`src/rtl/apb_reg_subsystem.sv`:
```
// APB master bridge and four-register identity slave sharing one internal APB bus.
// The master issues host requests back to back; every bus signal is also an output.
module apb_reg_subsystem #(
   parameter int ADDR_W = 32,
   parameter int DATA_W = 32
) (
   input  logic              PCLK,
   input  logic              PRESET,
   input  logic              PWRITE_MASTER,
   input  logic [ADDR_W-1:0] PADDR_MASTER,
   input  logic [DATA_W-1:0] PWDATA_MASTER,
   output logic [DATA_W-1:0] PRDATA_MASTER,
   output logic              PSEL,
   output logic              PENABLE,
   output logic              PWRITE,
   output logic [ADDR_W-1:0] PADDR,
   output logic [DATA_W-1:0] PWDATA,
   output logic [DATA_W-1:0] PRDATA,
   output logic              PREADY
);

   // state     | meaning
   // ST_IDLE   | after reset, bus idle for one cycle
   // ST_SETUP  | PSEL=1, PENABLE=0, request latched on entry
   // ST_ACCESS | PSEL=1, PENABLE=1, completes when PREADY=1
   typedef enum logic [1:0] {ST_IDLE, ST_SETUP, ST_ACCESS} state_t;

   state_t state_q, state_d;
   logic   latch_req;
   logic   addr_valid;
   logic [DATA_W-1:0] id_reg [4];  // number_in_group, date, surname, name

   always_ff @(posedge PCLK or negedge PRESET) begin
      if (!PRESET) state_q <= ST_IDLE;
      else         state_q <= state_d;
   end

   always_comb begin
      state_d   = state_q;
      latch_req = 1'b0;
      case (state_q)
         ST_IDLE: begin
            state_d   = ST_SETUP;
            latch_req = 1'b1;
         end
         ST_SETUP: state_d = ST_ACCESS;
         ST_ACCESS: begin
            if (PREADY) begin
               state_d   = ST_SETUP;
               latch_req = 1'b1;
            end
         end
         default: state_d = ST_IDLE;
      endcase
   end

   assign PSEL    = (state_q == ST_SETUP) || (state_q == ST_ACCESS);
   assign PENABLE = (state_q == ST_ACCESS);

   always_ff @(posedge PCLK or negedge PRESET) begin
      if (!PRESET) begin
         PWRITE        <= 1'b0;
         PADDR         <= '0;
         PWDATA        <= '0;
         PRDATA_MASTER <= '0;
      end else begin
         // read data is captured from the transfer that is completing, before the new latch
         if (state_q == ST_ACCESS && PREADY && !PWRITE) PRDATA_MASTER <= PRDATA;
         if (latch_req) begin
            PWRITE <= PWRITE_MASTER;
            PADDR  <= PADDR_MASTER;
            PWDATA <= PWDATA_MASTER;
         end
      end
   end

   assign addr_valid = (PADDR[ADDR_W-1:4] == '0) && (PADDR[1:0] == 2'b00);
   assign PREADY     = PSEL & PENABLE;

   always_ff @(posedge PCLK or negedge PRESET) begin
      if (!PRESET) begin
         for (int i = 0; i < 4; i++) id_reg[i] <= '0;
      end else if (PSEL && PENABLE && PWRITE && addr_valid) begin
         id_reg[PADDR[3:2]] <= PWDATA;
      end
   end

   assign PRDATA = (PSEL && !PWRITE && addr_valid) ? id_reg[PADDR[3:2]] : '0;

endmodule

```
`config.mk`:
```
export PLATFORM = sky130hd
export DESIGN_NAME = apb_reg_subsystem
export DESIGN_NICKNAME = d
export VERILOG_FILES = /design/src/rtl/apb_reg_subsystem.sv
export SDC_FILE = /design/constraint.sdc
export NUM_CORES = 1
export LEC_CHECK = 0
export ABC_AREA = 1
export CAP_MARGIN = 15
export CORE_AREA = 4 4 190 238
export CTS_CLUSTER_SIZE = 24
export DETAILED_ROUTE_END_ITERATION = 8
export DIE_AREA = 0 0 194 242
export PLACE_DENSITY = 0.56
export SETUP_SLACK_MARGIN = 0.5
export SLEW_MARGIN = 20
export SYNTH_ARGS = -nofsm -noshare
export SYNTH_HDL_FRONTEND = slang
export SYNTH_SLANG_ARGS = --single-unit
```
`constraint.sdc`:
```
create_clock -name PCLK -period 1.5 [get_ports PCLK]
set_input_delay 0.15 -clock PCLK [delete_from_list [all_inputs] [get_ports PCLK]]
set_output_delay 0.15 -clock PCLK [all_outputs]
set_load 0.05 [all_outputs]
```
== Yosys cells after proc, flatten, opt, wreduce, memory -nomap -nowiden ==
Cells that the tools add are included.

* Add/subtract/negate cells: 0
* Multipliers: 0
* Div/mod/pow operators: 0
* Order comparisons: 2
* Eq/ne operators: 3
* Shifts and indexed selects: 0
* Muxes and demuxes: 11
* Bitwise gates (word level): 2
* Reductions and logical operators: 14

{| class="wikitable"
|+ Operator list
! kind !! number
|-
| $bwmux 128 || 1
|-
| $mux 32 || 4
|-
| $bmux 32 s2 || 1
|-
| $demux 32 s2 || 1
|-
| $logic_not 28->1 || 1
|-
| $logic_and 1x1->1 || 9
|-
| $pmux 2 s3 || 1
|-
| $logic_not 2->1 || 2
|-
| $ge 3x3->1 const B || 1
|-
| $lt 3x1->1 const B || 1
|-
| $not 2->3 || 1
|-
| $eq 2x1->1 const B || 1
|-
| $eq 2x2->1 const B || 1
|-
| $mux 2 || 1
|-
| $ne 2x1->1 const B || 1
|-
| $pmux 1 s2 || 1
|-
| $and 1x1->1 || 1
|-
| $logic_not 1->1 || 1
|-
| $logic_or 1x1->1 || 1
|-
| $mux 1 || 1
|}

* Register bits after elaboration: 227
* Bits in latches: 0
* RAM bits: 0
* Bits in read-only memories: 0
* Input port bits: 67
* Word-level logic and storage cells: 41
* Memories kept: 0

== Depth between registers and ports, before layout ==
Gate-level depths: netlist of run 1.

* Depth in word-level cells: 6
* Depth in mapped cells: 10
* Mapped depth without buffers: 9

== Least setup slack after synthesis of run 1 ==
No wires, ideal clock.

* Path kind: register to output
* From: reg state_q[0]
* To: out PRDATA[0]
* Data arrival time: 2436 ps
* Required time: 1350 ps
* Setup slack: -1086 ps
* Cell stages (with the launch flop): 8
* Buffers on the path: 1
* Path through: dfrtp_1 -> inv_1 -> ha_1 -> inv_1 -> nor2_1 -> nand2_1 -> buf_2 -> a21oi_1

* Cells in the longest elaborated chain, start to end: 5
* Elaborated cells on any way between the ends: 6

{| class="wikitable"
|+ Ends and longest elaborated chain
! element !! RTL line !! RTL
|-
| start: declaration || 28 || <nowiki>state_t state_q, state_d;</nowiki>
|-
| start signal: assignment || 35 || <nowiki>else state_q <= state_d;</nowiki>
|-
| $eq 2x1->1 or $eq 2x2->1 (tied branches) || 57 || <nowiki>assign PSEL = (state_q == ST_SETUP) || (state_q == ST_ACCESS);</nowiki>
|-
| $logic_or 1x1->1 * || 57 ||
|-
| via PSEL || 13 || <nowiki>output logic PSEL,</nowiki>
|-
| $logic_and 1x1->1 * (2 in a row) || 88 || <nowiki>assign PRDATA = (PSEL && !PWRITE && addr_valid) ? id_reg[PADDR[3:2]] : '0;</nowiki>
|-
| $mux 32 * || 88 ||
|-
| end: declaration || 18 || <nowiki>output logic [DATA_W-1:0] PRDATA,</nowiki>
|}

Mark *: on every way through the listed nets, which the timed path passes. The rest lies on a longest branch.

== Final worst setup path of run 1 ==
* From: reg PADDR[4]
* To: out PRDATA[3]

* Cells in the longest elaborated chain, start to end: 4

{| class="wikitable"
|+ Ends and longest elaborated chain
! element !! RTL line !! RTL
|-
| start: declaration || 16 || <nowiki>output logic [ADDR_W-1:0] PADDR,</nowiki>
|-
| start signal: assignment || 63 || <nowiki>PADDR <= '0;</nowiki>
|-
| start signal: assignment || 71 || <nowiki>PADDR <= PADDR_MASTER;</nowiki>
|-
| $logic_not 28->1 || 77 || <nowiki>assign addr_valid = (PADDR[ADDR_W-1:4] == '0) && (PADDR[1:0] == 2'b00);</nowiki>
|-
| $logic_and 1x1->1 || 77 ||
|-
| $logic_and 1x1->1 || 88 ||
|-
| $mux 32 || 88 ||
|}

No other way between the ends.

==> impl_metrics.py, run 1 <==
metrics = {
    "global_routing": {
        "grt_usage_pct": 15.60,
        "grt_max_degree": 45,
        "grtUsageMet1_pct": 20.19,
        "antenna_found_initial": 2,
        "overflow": 0,
        "grt_pass1_wl_um": 59550,
        "grt-busiest-layer": "met2",
        "grt_pass1_vias": 10210,
        "grtUsageMet3_pct": 2.309,
        "grt_use_met2_pct": 27.03,
    },
    "drt": {
        "drt_wl_total_um": 40060,
        "vias": 10530,
        "drt-vias-per-instance": 4.614,
        "ant_nets": 0,
        "drtIter0Drc": 592,
        "drt-pass1-iter-count": 5,
        "routedWlPerCell_um": 17.55,
        "drc": 0,
    },
    "finish": {
        "multiInputGateArea_mm2": 0.005220,
        "area_growth_pct": 71.35,
        "nNetsFinal": 1768,
        "fin_util_pct": 42.29,
        "seq_area_mm2": 0.005722,
        "fin_area_mm2": 0.01817,
        "drive_above_1_share_pct": 35.96,
        "fillers": 4112,
        "layoutNonFillerInstCount": 2282,
        "largest_reg_flops": 128,
    },
    "sta": {
        "final.period_utilization_pct": 159.9,
        "fin_crit_ns": 2.399,
        "setup-tns-final_ns": -123.61,
        "max_slew_margin_pct": 70.16,
        "maxSlewViolCount": 0,
        "hold_violations": 0,
        "worst_pin_slew_ns": 0.4476,
        "fin_ws_ns": -0.8992,
        "finClkSkew_ns": 0.01386,
        "fmax_mhz": 416.8,
        "rsz0062_at_grt": "yes",
        "setup_violations": 262,
    },
    "yosys": {
        "ys_types": 17,
        "ys_ff_latch": 227,
        "synth_nets": 1440,
        "synth_cells": 1368,
        "synth_warnings": 0,
        "avgSynthCellArea_um2": 7.751,
        "yosysSeqAreaShare_pct": 53.57,
        "syn-cell-area_mm2": 0.01060,
    },
    "setup_path": {
        "crit_family": "simple AND/OR/NAND/NOR gates",
        "cp_slowest_cell": "dfrtp_2",
        "critPathRequiredTime_ns": 1.35,
        "critPathBufInv": 3,
        "criticalPathCategory": "reg -> out",
        "critPathMaxFanout": 6,
        "path_common_cell": "buf_12",
        "crit_chain": "or2_1 > nor2_1 > nand2_1 > nor2_4 > buf_12 > nand2_8 > buf_12 > a21oi_4 > buf_12",
        "start_kind": "flop",
        "endpoint_kind": "output port",
        "crit_arrival_ns": 2.25,
        "max_stage_delay_ns": 0.40,
    },
    "clocking": {
        "cts_tree": "yes",
        "cts_sinks": 227,
        "clkLatencyLatePin_ns": 0.54,
        "h-tree-depth": 1,
        "path_clk_slew_ns": 0.06,
        "clock_path_buffers": 3,
        "cts-root-buf": "clkbuf_16",
        "cts_made_buffers": 26,
    },
    "placed_design": {
        "hpwl_um": 24330,
        "portBuffers": 198,
        "dp_cells": 2164,
        "placed_cell_area_mm2": 0.01522,
        "pre_cts_ws_ns": -0.3560,
        "gp_congestion": 0.7762,
    },
    "floorplan": {
        "design.die.area_mm2": 0.04695,
        "chipWidth_um": 194,
        "start_util_pct": 24.68,
        "coreArea_mm2": 0.04297,
        "io_pins": 199,
        "die_h_um": 242,
        "row_count": 85,
    },
    "job": {
        "drv_cap": 0,
    },
    "power": {
        "p_leak_nw": 8.765,
        "ir_drop_uv": 661.1,
        "powerDensity_mw_per_mm2": 789.4,
    },
    "outcome": {
        "status": "complete, but fails checks",
        "violations": "negative setup slack",
    },
    "worst_hold_path": {
        "hp-class": "in -> async",
    },
}
## cell usage after synthesis
library cell    n  area, um2
buf_1           5      18.77
ha_1            5      62.56
nand2_1       711       2669
or2_1           1      6.260
inv_1          74      277.8
a21oi_1        18      90.09
o21ai_0        16      80.08
nor2_2          1      6.260
nand4_1       160       1001
buf_4           3      22.52
nor2_1         37      138.9
buf_6          11      123.9
o22ai_1         1      6.260
nand3_1        18      90.09
buf_2          24      120.1
dfrtp_1       227       5680
clkbuf_1       56      210.2
## cell families after synthesis
group / after synthesis / share of synthesized area (%)
flip-flops: 227 / 53.57
adder cells (fa/ha/maj): 5 / 0.5900
buffers and inverters: 173 / 7.292
AND/OR/NAND/NOR: 928 / 36.89
AO/OA/AOI/OAI: 35 / 1.664
## layout by cell type (no fill, tap or decap), types with 3 or more instances in the layout
master           count
clkinv_2             6
dfrtp_2             33
nor2_4              19
nand3_4              4
ha_4                 3
nor2_1              11
buf_12             115
clkbuf_8             7
inv_2                3
nor2_2               8
clkbuf_16           39
buf_6               29
nand2_1            561
dfrtp_1            194
nand2_4             46
a21oi_4             18
inv_1               67
clkbuf_1             6
o21ai_0             14
buf_8                8
nand3_1             14
buf_4              151
nand4_1            160
clkdlybuf4s50_1     65
buf_16              17
nand2_2            103
## area by class of cell
cell class	count	area share, %
flip-flops and latches	227	31.49
repair buffers	399	29.41
multi-input cells	968	28.73
clock buffers	40	4.373
well taps	565	3.891
inverters	74	1.570
clock inverters	8	0.5233
diodes	1	0.01377
## routing by layer
layer  part of all wire, %  wire length (um)  up-vias
met1                    41             16590     5073
li1                      -                 -     5046
met2                    50             19880      329
met5                 0.030                12        -
met3                   5.5              2204       80
met4                   3.4              1368        2
## final timing paths
kind	to	slack [ns]	startpoint	depth (start not counted)
setup / recovery	PRDATA[3]	-0.90	PADDR[4]$_DFFE_PN0P_	9
hold / removal	PWDATA[12]$_DFFE_PN0P_	0.14	PRESET	2
setup reg to reg	id_reg[21]$_DFFE_PN0P_	-0.68	PADDR[4]$_DFFE_PN0P_	14
hold reg to reg	id_reg[44]$_DFFE_PN0P_	0.47	id_reg[44]$_DFFE_PN0P_	2
max in group asynchronous	PADDR[28]$_DFFE_PN0P_	0.71	PRESET	3
min in group PCLK	PWDATA[2]$_DFFE_PN0P_	0.14	PWDATA_MASTER[2]	3
## worst register-to-register path, stage by stage (launching register included)
cell     delay, ns
dfrtp_2       0.40
or2_1         0.22
nor2_1        0.10
nand2_1       0.11
nor2_4        0.14
buf_12        0.12
buf_4         0.10
buf_6         0.10
buf_12        0.12
buf_6         0.10
nand3_4       0.14
buf_6         0.18
buf_16        0.15
nand2_4       0.05
nand2_1       0.04
## where the power goes
part	total (W)	internal [W]	switching [W]
sequential	0.00638	0.00622	0.000163
clock	0.00657	0.00398	0.00260
combinational	0.00139	0.000603	0.000785
## per-stage QoR
stage	total power (W)	hold WS, ns
2_1_floorplan	0.006947	-0.1456
3_3_place_gp	0.007855	0.1121
3_5_place_dp	0.007863	0.1122
4_1_cts	0.01454	0.1093
5_1_grt	0.01485	0.1201
6_report	0.01434	0.1360
## timing repair
item / in CTS / in global routing
hold buffers: 1 / 0
buffers inserted: 20 / 18
resized for setup: 52 / 234
endpoints found under the setup margin: 359 / 359
hold endpoints to repair: 227 / 0
gates cloned: 17 / 13
pin swaps: 5 / 49
Note: power is estimated with default switching activity, not from simulation.
==> inputs of run 2 (changes only) <==
--- a/config.mk
+++ b/config.mk
@@ -13,6 +13,7 @@
 export DIE_AREA = 0 0 194 242
 export PLACE_DENSITY = 0.56
 export SETUP_SLACK_MARGIN = 0.5
+export SKIP_CTS_REPAIR_TIMING = 1
 export SLEW_MARGIN = 20
 export SYNTH_ARGS = -nofsm -noshare
 export SYNTH_HDL_FRONTEND = slang
==> impl_metrics.py, run 2 (synthesis results as in run 1) <==
metrics = {
    "outcome": {
        "status": "complete, but fails checks",
        "violations": "negative setup slack",
    },
    "sta": {
        "fin_crit_ns": 2.404,
        "fmax_mhz": 416.0,
        "final.period_utilization_pct": 160.3,
        "worst_pin_slew_ns": 0.4517,
        "setup_violations": 196,
        "hold_violations": 0,
        "rsz0062_at_grt": "yes",
        "finClkSkew_ns": 0.01843,
        "maxSlewViolCount": 0,
        "hold_ws_ns": 0.1361,
        "fin_ws_ns": -0.9038,
        "max_slew_margin_pct": 69.89,
    },
    "floorplan": {
        "design.die.area_mm2": 0.04695,
        "start_util_pct": 24.68,
        "io_pins": 199,
        "die_h_um": 242,
        "coreArea_mm2": 0.04297,
        "chipWidth_um": 194,
        "row_count": 85,
    },
    "drt": {
        "drt_wl_total_um": 37560,
        "drt-pass1-iter-count": 5,
        "drc": 0,
        "ant_nets": 0,
        "routedWlPerCell_um": 16.78,
        "drtIter0Drc": 559,
        "vias": 10210,
        "drt-vias-per-instance": 4.563,
    },
    "clocking": {
        "h-tree-depth": 1,
        "clkLatencyLatePin_ns": 0.54,
        "cts_tree": "yes",
        "clock_path_buffers": 3,
        "cts-root-buf": "clkbuf_16",
        "cts_sinks": 227,
        "path_clk_slew_ns": 0.06,
        "cts_made_buffers": 26,
    },
    "power": {
        "powerDensity_mw_per_mm2": 835.5,
        "p_leak_nw": 8.348,
        "ir_drop_uv": 655.6,
    },
    "finish": {
        "multiInputGateArea_mm2": 0.005062,
        "largest_reg_flops": 128,
        "fillers": 4264,
        "final_common_cell": "nand2_1",
        "area_growth_pct": 61.66,
        "seq_area_mm2": 0.005722,
        "fin_area_mm2": 0.01714,
        "final_cell_mix": "nand2_1, dfrtp_1, nand4_1",
        "drive_above_1_share_pct": 31.04,
        "nNetsFinal": 1724,
    },
    "setup_path": {
        "criticalPathCategory": "reg -> out",
        "critPathBufInv": 3,
        "start_kind": "flop",
        "path_common_cell": "buf_12",
        "max_stage_delay_ns": 0.40,
        "critPathMaxFanout": 6,
        "cp_slowest_cell": "dfrtp_2",
        "crit_family": "simple AND/OR/NAND/NOR gates",
        "crit_arrival_ns": 2.25,
        "endpoint_kind": "output port",
        "critPathRequiredTime_ns": 1.35,
        "crit_chain": "or2_1 > nor2_1 > nand2_1 > nor2_4 > buf_12 > nand2_8 > buf_16 > a21oi_4 > buf_12",
    },
    "placed_design": {
        "hpwl_um": 24330,
        "gp_congestion": 0.7762,
        "portBuffers": 198,
        "placed_cell_area_mm2": 0.01522,
    },
    "global_routing": {
        "antenna_found_initial": 2,
        "overflow": 0,
        "grt_pass1_vias": 9785,
        "grt_max_degree": 45,
        "grt_usage_pct": 14.39,
        "grt_pass1_wl_um": 55440,
    },
    "worst_hold_path": {
        "hp-class": "in -> async",
    },
    "job": {
        "drv_cap": 0,
    },
}
## run 2: cell types whose count changed in the layout (fill, tap and decap cells not counted), sizes merged
cell,previous run,this run
clkinvlp,2,3
clkinv,6,5
clkbuf,52,53
bufbuf,1,0
buf,320,276
## run 2: final cells by class
cell class / count / area share [%]
well taps: 565 / 4.124
inverters: 74 / 1.664
repair buffers: 355 / 26.10
clock buffers: 40 / 4.635
flip-flops and latches: 227 / 33.38
clock inverters: 8 / 0.5547
multi-input cells: 968 / 29.53
diodes: 1 / 0.01460
## run 2: path summary, 6_finish.rpt
path                                          from                 endpoint  slack [ns]  cells past startpoint
max                           PADDR[4]$_DFFE_PN0P_                PRDATA[9]       -0.90                      9
min reg2reg                id_reg[126]$_DFFE_PN0P_  id_reg[126]$_DFFE_PN0P_        0.47                      2
min in group PCLK                 PWDATA_MASTER[2]    PWDATA[2]$_DFFE_PN0P_        0.14                      3
max reg2reg                   PADDR[4]$_DFFE_PN0P_   id_reg[29]$_DFFE_PN0P_       -0.55                     12
max in group asynchronous                   PRESET    PADDR[28]$_DFFE_PN0P_        0.71                      3
min                                         PRESET   PWDATA[12]$_DFFE_PN0P_        0.14                      2
## run 2: through the flow
step	setup WS (ns)	setup TNS (ns)	utilization [%]	cells	power, W
floorplan	-0.3761	-34.05	-	1368	0.006947
global placement	-0.3863	-60.29	35.41	2164	0.007855
detailed placement	-0.3560	-57.05	35.41	2164	0.007863
CTS	-0.9359	-77.35	37.48	2212	0.01451
global route	-1.015	-120.39	39.90	2238	0.01485
finish	-0.9038	-95.78	39.90	2238	0.01432
## run 2: power breakdown
part | total, W | internal [W] | leakage, nW | switching [W]
Combinational | 0.00138 | 0.000599 | 4.93 | 0.000783
Sequential | 0.00638 | 0.00622 | 2.98 | 0.000160
Clock | 0.00656 | 0.00398 | 0.434 | 0.00258
## run 2: routing by layer
| layer | vias to the layer above | GRT usage (%) | routed length (um) |
|---|---|---|---|
| met2 | 329 | 24.34 | 18320 |
| met1 | 4860 | 19.32 | 15970 |
| met4 | 2 | 3.744 | 1039 |
| li1 | 4960 | - | - |
| met3 | 61 | 2.198 | 2223 |
| met5 | - | 0 | 12 |
## run 2: worst reg2reg max path: cells and delay by family (launching register included)
family	cells	cell delay [ns]
simple gates	7	0.85
buf+inv	5	0.68
flops	1	0.40
==> inputs of run 3 (changes only) <==
==> constraint.sdc (replaced) <==
create_clock -name PCLK -period 2.1 [get_ports PCLK]
set_input_delay 0.21 -clock PCLK [delete_from_list [all_inputs] [get_ports PCLK]]
set_output_delay 0.21 -clock PCLK [all_outputs]
set_load 0.05 [all_outputs]
==> impl_metrics.py, run 3 (synthesis results as in run 1) <==
metrics = {
    "outcome": {
        "status": "complete, but fails checks",
        "violations": "negative setup slack",
    },
    "sta": {
        "setup_violations": 32,
        "final.period_utilization_pct": 117.0,
        "setup-tns-final_ns": -10.08,
        "finClkSkew_ns": 0.01397,
        "fin_ws_ns": -0.3563,
        "max_slew_margin_pct": 60.46,
        "fmax_mhz": 407.1,
        "hold_violations": 0,
        "rsz0062_at_grt": "yes",
        "maxSlewViolCount": 0,
        "fin_crit_ns": 2.456,
        "worst_pin_slew_ns": 0.5912,
        "hold_ws_ns": 0.1594,
    },
    "setup_path": {
        "critPathBufInv": 2,
        "max_stage_delay_ns": 0.41,
        "endpoint_kind": "output port",
        "critPathMaxFanout": 11,
        "crit_chain": "or2_1 > nor2_2 > nand2_2 > nor2_4 > nand2_8 > buf_12 > a21oi_4 > buf_12",
        "path_common_cell": "buf_12",
        "criticalPathCategory": "reg -> out",
        "start_kind": "flop",
        "crit_arrival_ns": 2.25,
        "cp_slowest_cell": "dfrtp_2",
        "crit_family": "simple AND/OR/NAND/NOR gates",
        "critPathRequiredTime_ns": 1.89,
    },
    "clocking": {
        "cts-root-buf": "clkbuf_16",
        "h-tree-depth": 1,
        "cts_sinks": 227,
        "cts_made_buffers": 26,
        "clkLatencyLatePin_ns": 0.55,
        "path_clk_slew_ns": 0.07,
        "clock_path_buffers": 3,
        "cts_tree": "yes",
    },
    "drt": {
        "routedWlPerCell_um": 17.01,
        "drt-vias-per-instance": 4.574,
        "drt_wl_total_um": 36430,
        "ant_nets": 0,
        "drtIter0Drc": 692,
        "drc": 0,
        "drt-pass1-iter-count": 5,
        "vias": 9798,
    },
    "floorplan": {
        "start_util_pct": 24.68,
        "chipWidth_um": 194,
        "row_count": 85,
        "die_h_um": 242,
        "io_pins": 199,
        "coreArea_mm2": 0.04297,
        "design.die.area_mm2": 0.04695,
    },
    "placed_design": {
        "gp_congestion": 0.7771,
        "hpwl_um": 22900,
        "portBuffers": 198,
    },
    "global_routing": {
        "grt_max_degree": 81,
        "overflow": 0,
        "grt_usage_pct": 14.47,
        "grt_pass1_vias": 9582,
        "antenna_found_initial": 1,
        "grt_pass1_wl_um": 55790,
    },
    "worst_hold_path": {
        "hp-class": "in -> async",
    },
    "finish": {
        "fillers": 4431,
        "final_common_cell": "nand2_1",
        "seq_area_mm2": 0.005739,
        "multiInputGateArea_mm2": 0.004619,
        "area_growth_pct": 44.77,
        "final_cell_mix": "nand2_1, dfrtp_1, nand4_1",
        "diodes": 0,
        "nNetsFinal": 1629,
        "drive_above_1_share_pct": 18.33,
        "largest_reg_flops": 128,
    },
    "job": {
        "drv_cap": 0,
    },
    "power": {
        "ir_drop_uv": 581.3,
        "powerDensity_mw_per_mm2": 673.5,
        "p_leak_nw": 7.456,
    },
}
-- run 3: path summary, 6_finish.rpt --
path | slack, ns | cells past startpoint | from | to
min reg2reg | 0.47 | 2 | id_reg[63]$_DFFE_PN0P_ | id_reg[63]$_DFFE_PN0P_
max reg2reg | 0.15 | 10 | PADDR[4]$_DFFE_PN0P_ | id_reg[52]$_DFFE_PN0P_
min in group PCLK | 0.19 | 3 | PWDATA_MASTER[7] | PWDATA[7]$_DFFE_PN0P_
min | 0.16 | 2 | PRESET | PWDATA[19]$_DFFE_PN0P_
max | -0.36 | 8 | PADDR[4]$_DFFE_PN0P_ | PRDATA[23]
max in group asynchronous | 1.14 | 3 | PRESET | id_reg[80]$_DFFE_PN0P_
-- run 3: layer usage --
metal / up-vias / GRT usage (%) / wire (um)
met2: 301 / 24.08 / 17430
met5: - / 0 / 13
met4: 2 / 2.979 / 588
li1: 4756 / - / -
met3: 36 / 2.337 / 2169
met1: 4703 / 20.02 / 16230
-- run 3: worst register-to-register path, stage by stage (launching register included) --
cell	delay, ns
dfrtp_2	0.41
or2_1	0.24
nor2_2	0.09
nand2_2	0.08
nor2_4	0.25
buf_4	0.17
buf_4	0.11
nand3_4	0.14
buf_12	0.22
nand2_1	0.07
nand2_1	0.05
-- run 3: layout make-up --
type,count,share of cell area (%)
flip-flops and latches,227,37.39
well taps,565,4.605
clock inverters,11,1.125
repair buffers,260,19.94
inverters,74,1.818
clock buffers,37,5.029
multi-input cells,968,30.09
-- run 3: metrics by stage --
step	instances	utilization, %	cell area [um2]	total power [W]	worst slack, ns
finish	2142	35.73	15350	0.01034	-0.3563
global placement	2073	32.73	14060	0.005452	-0.01233
CTS	2121	34.93	15010	0.01050	-0.6367
global route	2142	35.73	15350	0.01073	-0.4816
detailed placement	2073	32.73	14060	0.005458	-0.03504
floorplan	1368	-	11120	0.004965	0.1639
-- run 3: report_power, final --
part	switching, W	internal, W	total, W
logic	0.000529	0.000280	0.000810
clock network	0.00192	0.00305	0.00497
registers	0.000109	0.00445	0.00455
total	0.00256	0.00778	0.0103
